$ cat src/rtl/ex_div.sv
// Iterative RV32M divide/remainder unit for the execute stage.
// Restoring shift-subtract, one quotient bit per cycle, stalls the front end while busy.
module ex_div #(
    parameter int XLEN = 32
) (
    input  logic            clk,
    input  logic            rst_n,
    input  logic            start_i,
    input  logic [1:0]      op_i,
    input  logic [XLEN-1:0] rs1_i,
    input  logic [XLEN-1:0] rs2_i,
    input  logic            flush_i,
    output logic            stall_o,
    output logic            done_o,
    output logic [XLEN-1:0] result_o
);

    // state | meaning
    // IDLE  | waiting for a divide in EX
    // CALC  | one restoring step per cycle
    // FIX   | pick quotient/remainder, apply sign
    // DONE  | result_o valid, done_o pulse
    typedef enum logic [1:0] {IDLE, CALC, FIX, DONE} state_t;

    localparam int CW = $clog2(XLEN) + 1;
    localparam logic [XLEN-1:0] ONE     = XLEN'(1);
    localparam logic [XLEN-1:0] MIN_NEG = {1'b1, {(XLEN-1){1'b0}}};

    state_t          state;
    logic [XLEN-1:0] dq;
    logic [XLEN:0]   rem;
    logic [XLEN-1:0] dvs;
    logic [CW-1:0]   cnt;
    logic [1:0]      op;
    logic            qneg;
    logic            rneg;

    logic            signed_op;
    logic [XLEN-1:0] a_abs;
    logic [XLEN-1:0] b_abs;
    logic            div_zero;
    logic            ovf;
    logic [XLEN:0]   rem_sh;
    logic [XLEN:0]   rem_sub;
    logic            ge;
    logic [XLEN-1:0] sel;
    logic            neg;
    logic [XLEN-1:0] fix_res;

    always_comb begin
        signed_op = ~op_i[0];
        a_abs     = (signed_op && rs1_i[XLEN-1]) ? (~rs1_i + ONE) : rs1_i;
        b_abs     = (signed_op && rs2_i[XLEN-1]) ? (~rs2_i + ONE) : rs2_i;
        div_zero  = (rs2_i == '0);
        ovf       = signed_op && (rs1_i == MIN_NEG) && (rs2_i == '1);
        // rem[XLEN] is zero after every step; OR-ing it in keeps the compare exact
        rem_sh    = {rem[XLEN-1:0], dq[XLEN-1]};
        rem_sub   = rem_sh - {1'b0, dvs};
        ge        = (rem_sh >= {1'b0, dvs}) | rem[XLEN];
        sel       = op[1] ? rem[XLEN-1:0] : dq;
        neg       = op[1] ? rneg : qneg;
        fix_res   = neg ? (~sel + ONE) : sel;
    end

    assign stall_o = (state == CALC) || (state == FIX) ||
                     ((state == IDLE) && start_i && !flush_i);

    always_ff @(posedge clk) begin
        if (!rst_n || flush_i) begin
            state    <= IDLE;
            dq       <= '0;
            rem      <= '0;
            dvs      <= '0;
            cnt      <= '0;
            op       <= '0;
            qneg     <= 1'b0;
            rneg     <= 1'b0;
            done_o   <= 1'b0;
            result_o <= '0;
        end else begin
            case (state)
                IDLE: begin
                    done_o <= 1'b0;
                    if (start_i) begin
                        op <= op_i;
                        if (div_zero) begin
                            state    <= DONE;
                            done_o   <= 1'b1;
                            result_o <= op_i[1] ? rs1_i : '1;
                        end else if (ovf) begin
                            state    <= DONE;
                            done_o   <= 1'b1;
                            result_o <= op_i[1] ? '0 : rs1_i;
                        end else begin
                            state <= CALC;
                            dq    <= a_abs;
                            dvs   <= b_abs;
                            rem   <= '0;
                            cnt   <= CW'(XLEN);
                            qneg  <= signed_op & (rs1_i[XLEN-1] ^ rs2_i[XLEN-1]);
                            rneg  <= signed_op & rs1_i[XLEN-1];
                        end
                    end
                end
                CALC: begin
                    rem <= ge ? rem_sub : rem_sh;
                    dq  <= {dq[XLEN-2:0], ge};
                    cnt <= cnt - CW'(1);
                    if (cnt == CW'(1)) begin
                        state <= FIX;
                    end
                end
                FIX: begin
                    result_o <= fix_res;
                    done_o   <= 1'b1;
                    state    <= DONE;
                end
                DONE: begin
                    // start_i still shows the finished instruction here
                    done_o <= 1'b0;
                    state  <= IDLE;
                end
                default: begin
                    state  <= IDLE;
                    done_o <= 1'b0;
                end
            endcase
        end
    end

endmodule

$ cat config.mk
export PLATFORM = sky130hd
export DESIGN_NAME = ex_div
export DESIGN_NICKNAME = d
export VERILOG_FILES = /design/src/rtl/ex_div.sv
export SDC_FILE = /design/constraint.sdc
export NUM_CORES = 1
export LEC_CHECK = 0
export BUFFER_PORTS_ARGS = -buffer_cell sky130_fd_sc_hd__buf_2
export CORE_ASPECT_RATIO = 1.4
export CORE_MARGIN = 1.5
export CORE_UTILIZATION = 45
export CTS_BUF_LIST = sky130_fd_sc_hd__clkbuf_16
export DETAILED_ROUTE_END_ITERATION = 8
export GPL_TIMING_DRIVEN = 1
export HOLD_SLACK_MARGIN = 0.03
export SLEW_MARGIN = 5
export SYNTH_ARGS = -nofsm -noshare
export SYNTH_HDL_FRONTEND = slang
export SYNTH_SLANG_ARGS = --single-unit
$ cat constraint.sdc
create_clock -name clk -period 6.3 [get_ports clk]
set_input_delay 0.315 -clock clk [delete_from_list [all_inputs] [get_ports clk]]
set_output_delay 0.315 -clock clk [all_outputs]
set_load 0.05 [all_outputs]
; Word-level counts from Yosys, hierarchy flattened
; Cells that the tools add are included.
[word_totals]
reg_bits = 142
latch_bits = 0
ram_bits = 0
rom_bits = 0
in_bits = 70
wordCells = 91
mem_count = 0
[op_classes]
add_sub_neg = 5
n_mul = 0
div = 0
order_cmp = 1
eq_ne = 11
n_shift = 0
n_mux = 33
n_bitwise = 10
n_reduce_logical = 21
[ops]
columns = op, n
row1 = two-way mux 32 bit, 12
row2 = two-way mux 33 bit, 4
row3 = case mux 32 bit (2 select lines), 2
row4 = "adder 32 x 1 -> 32 bit, second input constant", 3
row5 = NOT 32 bit, 3
row6 = case mux 33 bit (2 select lines), 1
row7 = "equality test 32 bit, second input constant", 2
row8 = greater-or-equal comparator 33 x 32 -> 1 bit, 1
row9 = subtractor 33 x 32 -> 33 bit, 1
row10 = zero test 32 bit, 1
row11 = two-way mux 6 bit, 3
row12 = case mux 6 bit (2 select lines), 1
row13 = two-way mux 2 bit, 4
row14 = case mux 2 bit (4 select lines), 1
row15 = AND reduction 4 bit, 2
row16 = "equality test 6 x 1 -> 1 bit, second input constant", 1
row17 = logical AND 1 bit, 6
row18 = "!= test 2 bit, second input constant", 3
row19 = "subtractor 6 x 1 -> 6 bit, second input constant", 1
row20 = "equality test 2 bit, second input constant", 2
row21 = two-way mux 1 bit, 4
row22 = AND reduction 2 bit, 2
row23 = nonzero test 2 bit, 2
row24 = logical OR 1 bit, 3
row25 = 12 further kinds, 16

; Longest topological paths before layout
; Gate-level depths: netlist of the first run.
[logic_depth]
ltp_word = 7
depth_mapped = 16
ltp_nobuf = 12

; Least setup slack after synthesis of the first run
; OpenSTA, ideal clock, no wires.
[synth_timing]
path_kind = reg2reg
from = reg op[1]
to = reg result_o[24]
setup_time_ps = 86
arrival_ps = 3399
required_ps = 6214
slack_ps = 2816
path_stages_with_launch = 17
path_buffers = 7
cell_sequence = dfxtp_1 -> buf_2 -> buf_2 -> buf_1 -> buf_2 -> buf_2 -> buf_2 -> mux2i_1 -> ha_1 -> o21ai_0 -> nor2_1 -> and3_1 -> clkbuf_1 -> a31oi_1 -> xnor2_1 -> a21oi_1 -> a211oi_1
[synth_between]
elab_chain_cells = 5
[synth_lines]
columns = element, line
row1 = start: declaration, 34  ; logic [1:0] op;
row2 = start signal: assignment, 85  ; op <= op_i;
row3 = two-way mux 32 bit, 60  ; sel = op[1] ? rem[XLEN-1:0] : dq;
row4 = NOT 32 bit, 62  ; fix_res = neg ? (~sel + ONE) : sel;
row5 = adder 32 x 1 -> 32 bit, 62
row6 = two-way mux 32 bit (*), 62
row7 = case mux 32 bit (2 select lines) (*), 81  ; case (state)
row8 = end signal: assignment, 89  ; result_o <= op_i[1] ? rs1_i : '1;
row9 = end signal: assignment, 93  ; result_o <= op_i[1] ? '0 : rs1_i;
row10 = end signal: assignment, 114  ; result_o <= fix_res;
row11 = end: declaration, 15  ; output logic [XLEN-1:0] result_o
; Every way passes the cells marked *; elsewhere a longest branch is shown, timed or not.
; A chain may end at the register's enable or synchronous reset.

; Final worst setup path of the first run
[layout_timing]
from = reg dq[31]
to = reg rem[30]
[layout_between]
elab_chain_cells = 4
[layout_lines]
columns = element, line
row1 = start: declaration, 30  ; logic [XLEN-1:0] dq;
row2 = start signal: assignment, 96  ; dq <= a_abs;
row3 = start signal: assignment, 107  ; dq <= {dq[XLEN-2:0], ge};
row4 = greater-or-equal comparator 33 x 32 -> 1 bit, 59  ; ge = (rem_sh >= {1'b0, dvs}) | rem[XLEN];
row5 = OR 1 bit, 59
row6 = two-way mux 33 bit (*), 106  ; rem <= ge ? rem_sub : rem_sh;
row7 = case mux 33 bit (2 select lines) (*), 81
row8 = end signal: assignment, 106
row9 = end: declaration, 31  ; logic [XLEN:0] rem;
; Marks and branches as above.

==> results of run 1 <==
-- stage by stage --
step | hold WS (ps) | setup slack (ps) | total power [mW] | area, um2
floorplan | 444 | 2820 | 1.35 | 10600
global placement | 457 | 2220 | 1.50 | 11200
detailed placement | 456 | 2250 | 1.50 | 11200
CTS | 183 | 2530 | 2.55 | 11800
global route | 196 | 2330 | 2.66 | 11800
finish | 194 | 2550 | 2.54 | 11800
-- cells by family after synthesis --
| group | after synthesis | share of synthesized area [%] |
|---|---|---|
| fa+ha+maj | 44 | 5.29 |
| simple gates | 426 | 19.0 |
| mux | 61 | 5.80 |
| compound gates | 443 | 27.5 |
| xor+xnor | 121 | 10.0 |
| buf+inv | 150 | 5.62 |
| flops | 141 | 26.8 |
-- cell usage in the layout (no fill, tap or decap), types with 9 or more instances in the layout --
cell type,n
a211oi_1,70
a21o_1,16
a21oi_1,137
a31oi_1,21
buf_2,103
buf_4,13
clkbuf_16,17
dfxtp_1,140
ha_1,42
inv_1,62
mux2i_1,59
nand2_1,114
nand2b_1,13
nand3_1,13
nand4_1,17
nor2_1,155
nor2b_1,12
nor3_1,36
nor4_1,13
o211ai_1,9
o21ai_0,69
o21bai_1,17
o221a_2,13
o31ai_1,19
o41ai_1,9
or3_1,10
xnor2_1,64
xor2_1,57
-- sequential cells by signal (all words and copies together) (netlist names) --
| register | flops |
|---|---|
| rneg | 1 |
| cnt | 6 |
| dq | 32 |
| op | 1 |
| done_o | 1 |
| rem | 33 |
| result_o | 32 |
| state | 2 |
| dvs | 32 |
| qneg | 1 |
-- worst reg2reg max path, cell delays in order, from the launching register on --
cell	delay [ps]
dfxtp_1	370
inv_1	130
ha_1	250
fa_1	420
nand2b_1	180
a21oi_1	260
o21ai_0	210
nand3_1	220
a311oi_1	130
o41ai_1	770
nand4b_1	220
mux2i_1	180
a221o_1	290
-- cells in the mapped netlist, drive strengths merged (14+ instances only) --
cell,count,area (um2)
nor3,37,185
clkbuf,73,274
buf,18,97.6
nand2,114,428
xor2,57,499
dfxtp,141,2820
a31oi,21,131
o21ai,77,404
a211oi,70,526
o21bai,17,128
nand4,17,106
a21o,16,120
xnor2,64,561
o31ai,19,143
nor4,14,93.8
nor2,156,588
a21oi,137,686
inv,59,221
mux2i,60,601
nand2b,14,87.6
ha,43,538
-- worst max-delay path by stage --
stage	from	to	slack, ps	cells after the start
floorplan	op[1]$_SDFFE_PP0P_	result_o[24]$_SDFFE_PP0P_	2820	16
global placement	rs2_i[0]	rem[29]$_SDFFE_PP0P_	2220	11
detailed placement	rs2_i[0]	rem[29]$_SDFFE_PP0P_	2250	11
CTS	dq[31]$_SDFFE_PP0P_	rem[30]$_SDFFE_PP0P_	2530	12
global route	dq[31]$_SDFFE_PP0P_	rem[30]$_SDFFE_PP0P_	2330	12
finish	dq[31]$_SDFFE_PP0P_	rem[30]$_SDFFE_PP0P_	2550	12
-- area by class of cell --
cell class / count / area share, %
multi-input cells: 1095 / 60.7
flip-flops and latches: 141 / 23.9
repair buffers: 116 / 5.18
clock buffers: 17 / 3.60
well taps: 306 / 3.24
inverters: 59 / 1.87
clock inverters: 15 / 1.53
-- power breakdown --
part           internal, mW  total (mW)  leakage (nW)  switching [mW]
Clock                 0.654        1.05         0.300           0.398
Sequential            0.916       0.938          1.14          0.0222
Combinational         0.214       0.553          3.27           0.339
Total                  1.78        2.54          4.71           0.760
-- layer usage --
metal / GRT usage [%] / up-vias / part of all wire [%]
li1: - / 5127 / -
met1: 31.2 / 4566 / 45
met2: 43.7 / 315 / 47
met3: 3.66 / 52 / 4.8
met4: 10.1 / 0 / 3.3
met5: 0 / - / 0
==> summary.txt, run 1 <==
STA
  – Highest Clock Rate: 267 MHz
  – Final setup skew: 6.96 ps
  – Setup TNS: 0 ps
  – Fin. Hold Viols: 0
  – Unrepaired setup endpoints after global routing: no
  – Measured slew at the worst slew-check pin: 1050 ps
  – Fin crit share: 59.5%
  – Final Setup Violations: 0
  – Minimum clock period after layout: 3750 ps
  – Max Transition Viols Final: 0
  – Worst slew margin: 29.7%

Die
  – Die height: 184 um
  – Rows: 66
  – # IOs: 104
  – Core Area: 23,100 um2
  – Initial core utilization: 45.6%
  – Die area: 24,400 um2
  – Die X: 132 um

Clock tree
  – CTS resizes: 0
  – # Post-CTS Setup Buffers: 0
  – CTS buffer count: 17
  – Clock-pin slew on the worst setup and hold paths: 60 ps
  – Cts hold-fix bufs: 0
  – # clock sinks: 141
  – H-tree depth: 4
  – Root buf cell: clkbuf_16
  – TritonCTS clock tree: yes
  – Worst-Skew Late Latency: 430 ps
  – Clock Path Buffers: 2

Finish
  – Multi-input gate area: 7180 um2
  – Synth-to-Final Area Change: 12.1%
  – Core Util, Final: 51.1%
  – Final cell count without fillers: 1,749
  – Flip-flop and latch area: 2820 um2
  – Fill cells: 2,372
  – Share of post-route cells with drive strength above 1: 12.6%
  – Diode count: 0
  – Fin nets: 1,544

Route
  – Vias/cell: 5.75
  – DR pass1 iterations: 7
  – Routed vias: 10,100
  – Final antenna-violating net count: 0
  – Residual DRC: 0
  – Detailed Route WL: 30,500 um
  – WL/cell: 17.5 um
  – DRT iter0 DRCs: 626

Min path
  – WHS Endpoint: dvs[1]$_SDFFE_PP0P_
  – Hold_sp: rs2_i[1]
  – Worst min path class: in -> reg
  – Hold Crit Depth: 3

Power and ir drop
  – Peak supply drop: 0.150 mV
  – Leakage power: 4.71 nW
  – PwrDens: 215 nW/um2

Synth
  – Netlist cell types: 71
  – Post-Syn Area: 10,600 um2
  – Dominant synthesized flop cell: dfxtp_1
  – Warnings from Yosys: 0
  – Post-synthesis sequential area ratio: 26.8%
  – EDFF count, synth: 0
  – Syn avg cell area: 7.61 um2
  – Synth Net Count: 1,500
  – Fraction of registers with async set/reset: 0%
  – #FFs+latches synth: 141
  – Synth Instances: 1,386

Setup path
  – WS Path Type: reg -> reg
  – FF-to-FF setup slack: 2550 ps
  – Worst endpoint data arrival time: 4060 ps
  – Maximum fanout along the worst path: 5
  – Worst setup SP type: flip-flop
  – Largest stage delay, worst path: 770 ps
  – R2R Path End: rem[30]$_SDFFE_PP0P_
  – CP delay by family, top: compound AO/OA/AOI/OAI gates
  – R2r worst-path depth: 12
  – Crit. End Element: flip-flop
  – Bufs and invs on worst path: 1
  – CP max-delay cell: o41ai_1
  – Cell Chain, Critical Path: inv_1 > ha_1 > fa_1 > nand2b_1 > a21oi_1 > o21ai_0 > nand3_1 > a311oi_1 > o41ai_1 > nand4b_1 > mux2i_1 > a221o_1
  – Reg2reg start: dq[31]$_SDFFE_PP0P_
  – Worst Path Required: 6620 ps

Run status
  – Status: finished clean

Global route
  – Global-route wire length before repair: 49,300 um
  – Number of global-route vias before repair: 9,476
  – GRT overflow: 0
  – Largest net degree at the start of global routing: 68
  – Total track usage: 25.1%
  – Initial antenna violation count: 0

Placement
  – Placed Instances: 1,717
  – RePlAce Congestion: 0.913
  – Post-DP HPWL: 23,200 um
  – IO Port Bufs: 103

Run
  – Maxcap violations: 0
No activity file was read; power rests on OpenSTA's default activity.
==> run 2: changes to the inputs <==
--- a/config.mk
+++ b/config.mk
@@ -13,6 +13,7 @@
 export DETAILED_ROUTE_END_ITERATION = 8
 export GPL_TIMING_DRIVEN = 1
 export HOLD_SLACK_MARGIN = 0.03
+export PLACE_DENSITY = 0.66
 export SLEW_MARGIN = 5
 export SYNTH_ARGS = -nofsm -noshare
 export SYNTH_HDL_FRONTEND = slang
==> constraint.sdc (replaced) <==
create_clock -name clk -period 3.25 [get_ports clk]
set_input_delay 0.1625 -clock clk [delete_from_list [all_inputs] [get_ports clk]]
set_output_delay 0.1625 -clock clk [all_outputs]
set_load 0.05 [all_outputs]
==> run 2 against run 1 <==
Compared with the run above:
- combinational power grew 110%
- critical path type unchanged
- critical path depth rose by 1
- core utilization is 2.4 points higher
- largest power group unchanged
==> summary.txt, run 2 (same netlist as run 1, synthesis figures left out) <==
Die
  – Initial core utilization: 45.6% (unchanged)
  – # IOs: 104 (unchanged)
  – Rows: 66 (unchanged)
  – Core Area: 23,100 um2 (unchanged)
  – Die area: 24,400 um2 (unchanged)
  – Die X: 132 um (unchanged)
  – Die height: 184 um (unchanged)

STA
  – Unrepaired setup endpoints after global routing: no
  – Setup TNS: 0 ps (unchanged)
  – Max Transition Viols Final: 0 (unchanged)
  – Worst slew margin: 35.3% (+5.6 points)
  – Minimum clock period after layout: 3140 ps (-603 ps)
  – Highest Clock Rate: 318 MHz (+19%)
  – Measured slew at the worst slew-check pin: 969 ps (-76.3 ps)
  – Final Setup Violations: 0 (unchanged)
  – Final setup skew: 9.39 ps (+2.43 ps)
  – Fin crit share: 96.8% (+37 points)
  – Fin. Hold Viols: 0 (unchanged)

Setup path
  – CP delay by family, top: compound AO/OA/AOI/OAI gates
  – R2R Path End: rem[30]$_SDFFE_PP0P_
  – R2r worst-path depth: 13 (+1)
  – Worst Path Required: 3580 ps (-3040 ps)
  – Crit. End Element: flip-flop
  – Worst setup SP type: flip-flop
  – Cell Chain, Critical Path: inv_1 > ha_1 > fa_2 > nand2b_1 > a21oi_2 > o21ai_1 > nand3_2 > a311oi_1 > o41ai_1 > buf_4 > nand4b_1 > mux2i_1 > a221o_1
  – Maximum fanout along the worst path: 4 (-1)
  – Largest stage delay, worst path: 470 ps (-300 ps)
  – WS Path Type: reg -> reg
  – Worst endpoint data arrival time: 3470 ps (-590 ps)
  – Bufs and invs on worst path: 2 (+1)
  – FF-to-FF setup slack: 110 ps (-2450 ps)
  – CP startpoint: dq[31]$_SDFFE_PP0P_
  – Reg2reg start: dq[31]$_SDFFE_PP0P_
  – CP max-delay cell: o41ai_1

Power and ir drop
  – PwrDens: 421 nW/um2 (+96%)
  – Psw: 1.52 mW (+100%)
  – Sw frac: 29.3% (-0.62 points)
  – Clock share of power: 43.0% (+1.6 points)
  – Peak supply drop: 0.361 mV (+140%)
  – Gate power share: 22.2% (+0.5 points)
  – Leakage power: 5.02 nW (+6.6%)
  – Sequential share of power: 34.8% (-2.1 points)
  – Int Power: 3.69 mW (+110%)

Clock tree
  – CTS buffer count: 17 (unchanged)
  – Worst-Skew Late Latency: 440 ps (about the same)
  – Root buf cell: clkbuf_16
  – H-tree depth: 4 (unchanged)
  – TritonCTS clock tree: yes
  – # clock sinks: 141 (unchanged)
  – Clock Path Buffers: 2 (unchanged)
  – Clock-pin slew on the worst setup and hold paths: 60 ps (about the same)

Finish
  – Share of post-route cells with drive strength above 1: 16.2% (+3.6 points)
  – Most frequent cells in the layout: nor2_1, dfxtp_1, a21oi_1
  – Diode count: 0 (unchanged)
  – Most common cell after layout, fill and taps aside: nor2_1
  – Synth-to-Final Area Change: 17.3%
  – Final cell count without fillers: 1,801 (+3.0%)
  – Reg with most FFs: rem
  – Fin nets: 1,596 (+3.4%)
  – Number of flip-flops in the largest register: 33 (unchanged)

Route
  – DR pass1 iterations: 5 (-2)
  – DRT iter0 DRCs: 683 (+9.1%)
  – Final antenna-violating net count: 0 (unchanged)
  – Residual DRC: 0 (unchanged)
  – WL/cell: 17.3 um (-1.1%)
  – Detailed Route WL: 31,100 um (+1.8%)
  – Routed vias: 10,500 (+4.6%)
  – Vias/cell: 5.84 (+1.6%)

Global route
  – Global-route wire length before repair: 49,900 um (+1.2%)
  – Number of global-route vias before repair: 9,707 (+2.4%)
  – Largest net degree at the start of global routing: 65 (-4.4%)
  – Total track usage: 25.3% (+0.20 points)
  – Initial antenna violation count: 0 (unchanged)
  – GRT overflow: 0 (unchanged)

Min path
  – Hold_sp: rs2_i[0]
  – Worst min path class: in -> reg
  – WHS Endpoint: dvs[0]$_SDFFE_PP0P_
  – Hold Crit Depth: 3 (unchanged)

Run
  – Maxcap violations: 0 (unchanged)

Placement
  – Placed Instances: 1,763 (+2.7%)
  – Post-DP HPWL: 23,600 um (+1.9%)
  – RePlAce Congestion: 0.965 (+5.8%)
  – IO Port Bufs: 103 (unchanged)

Run status
  – Status: finished clean
[run 2: cell types whose count changed in the layout (fill, tap and decap cells not counted), sizes merged]
cell / previous run / this run
buf: 116 / 167
bufinv: 4 / 6
inv: 62 / 60
clkinv: 5 / 6
clkinvlp: 3 / 2
o21ai: 77 / 78
[run 2: stage by stage]
step | utilization [%] | hold slack [ps] | power [mW] | worst slack, ps | instance area (um2)
global route | 53.5 | 60.6 | 5.42 | 17.3 | 12400
finish | 53.5 | 30.1 | 5.21 | 105 | 12400
floorplan | - | 310 | 2.61 | 18.5 | 10600
CTS | 53.2 | 31.9 | 5.19 | 9.48 | 12300
global placement | 50.3 | 459 | 2.96 | 123 | 11600
detailed placement | 50.3 | 469 | 2.96 | 28.7 | 11600
[run 2: timing repair]
| item | 4_1_cts | 5_1_grt |
|---|---|---|
| hold buffers | 0 | 0 |
| setup endpoints to repair | 0 | 31 |
| gates resized for setup | 0 | 6 |
| endpoints found under the hold margin | 0 | 0 |
| buffers inserted | 0 | 5 |
[run 2: power by group through the flow]
stage | Sequential (mW) | Clock (mW) | Combinational (mW)
5_1_grt | 1.82 | 2.34 | 1.26
3_5_place_dp | 1.85 | 0 | 1.11
6_report | 1.82 | 2.24 | 1.16
4_1_cts | 1.81 | 2.26 | 1.12
2_1_floorplan | 1.84 | 0 | 0.773
3_3_place_gp | 1.85 | 0 | 1.10
[run 2: layout make-up]
type                            count  area (um2)
Multi-Input combinational cell   1096        7200
Inverter                           59         221
Clock inverter                     15         244
Sequential cell                   141        2820
Clock buffer                       17         425
Tap cell                          306         383
Fill cell                        2218       10800
Timing Repair Buffer              167        1070
[run 2: worst reg2reg max path, delay by kind of cell, from the launching register on]
kind	cells	cell delay [ps]
AOI/OAI and AO/OA	5	1200
adders and majority gates	2	600
buffers and inverters	2	300
DFF	1	350
muxes	1	140
and+or+nand+nor	3	450
[run 2: worst max-delay path by stage]
stage / endpoint / depth (start not counted)
floorplan: result_o[24]$_SDFFE_PP0P_ / 16
global placement: rem[26]$_SDFFE_PP0P_ / 13
detailed placement: rem[27]$_SDFFE_PP0P_ / 9
CTS: rem[27]$_SDFFE_PP0P_ / 9
global route: rem[26]$_SDFFE_PP0P_ / 13
finish: rem[30]$_SDFFE_PP0P_ / 13
[run 2: metal layers]
metal	up-vias	global-route usage (%)	wire, um
met5	-	0	0
met4	0	9.89	1010
met1	4898	31.1	13700
met3	66	2.86	1430
li1	5218	-	-
met2	339	45.2	14900
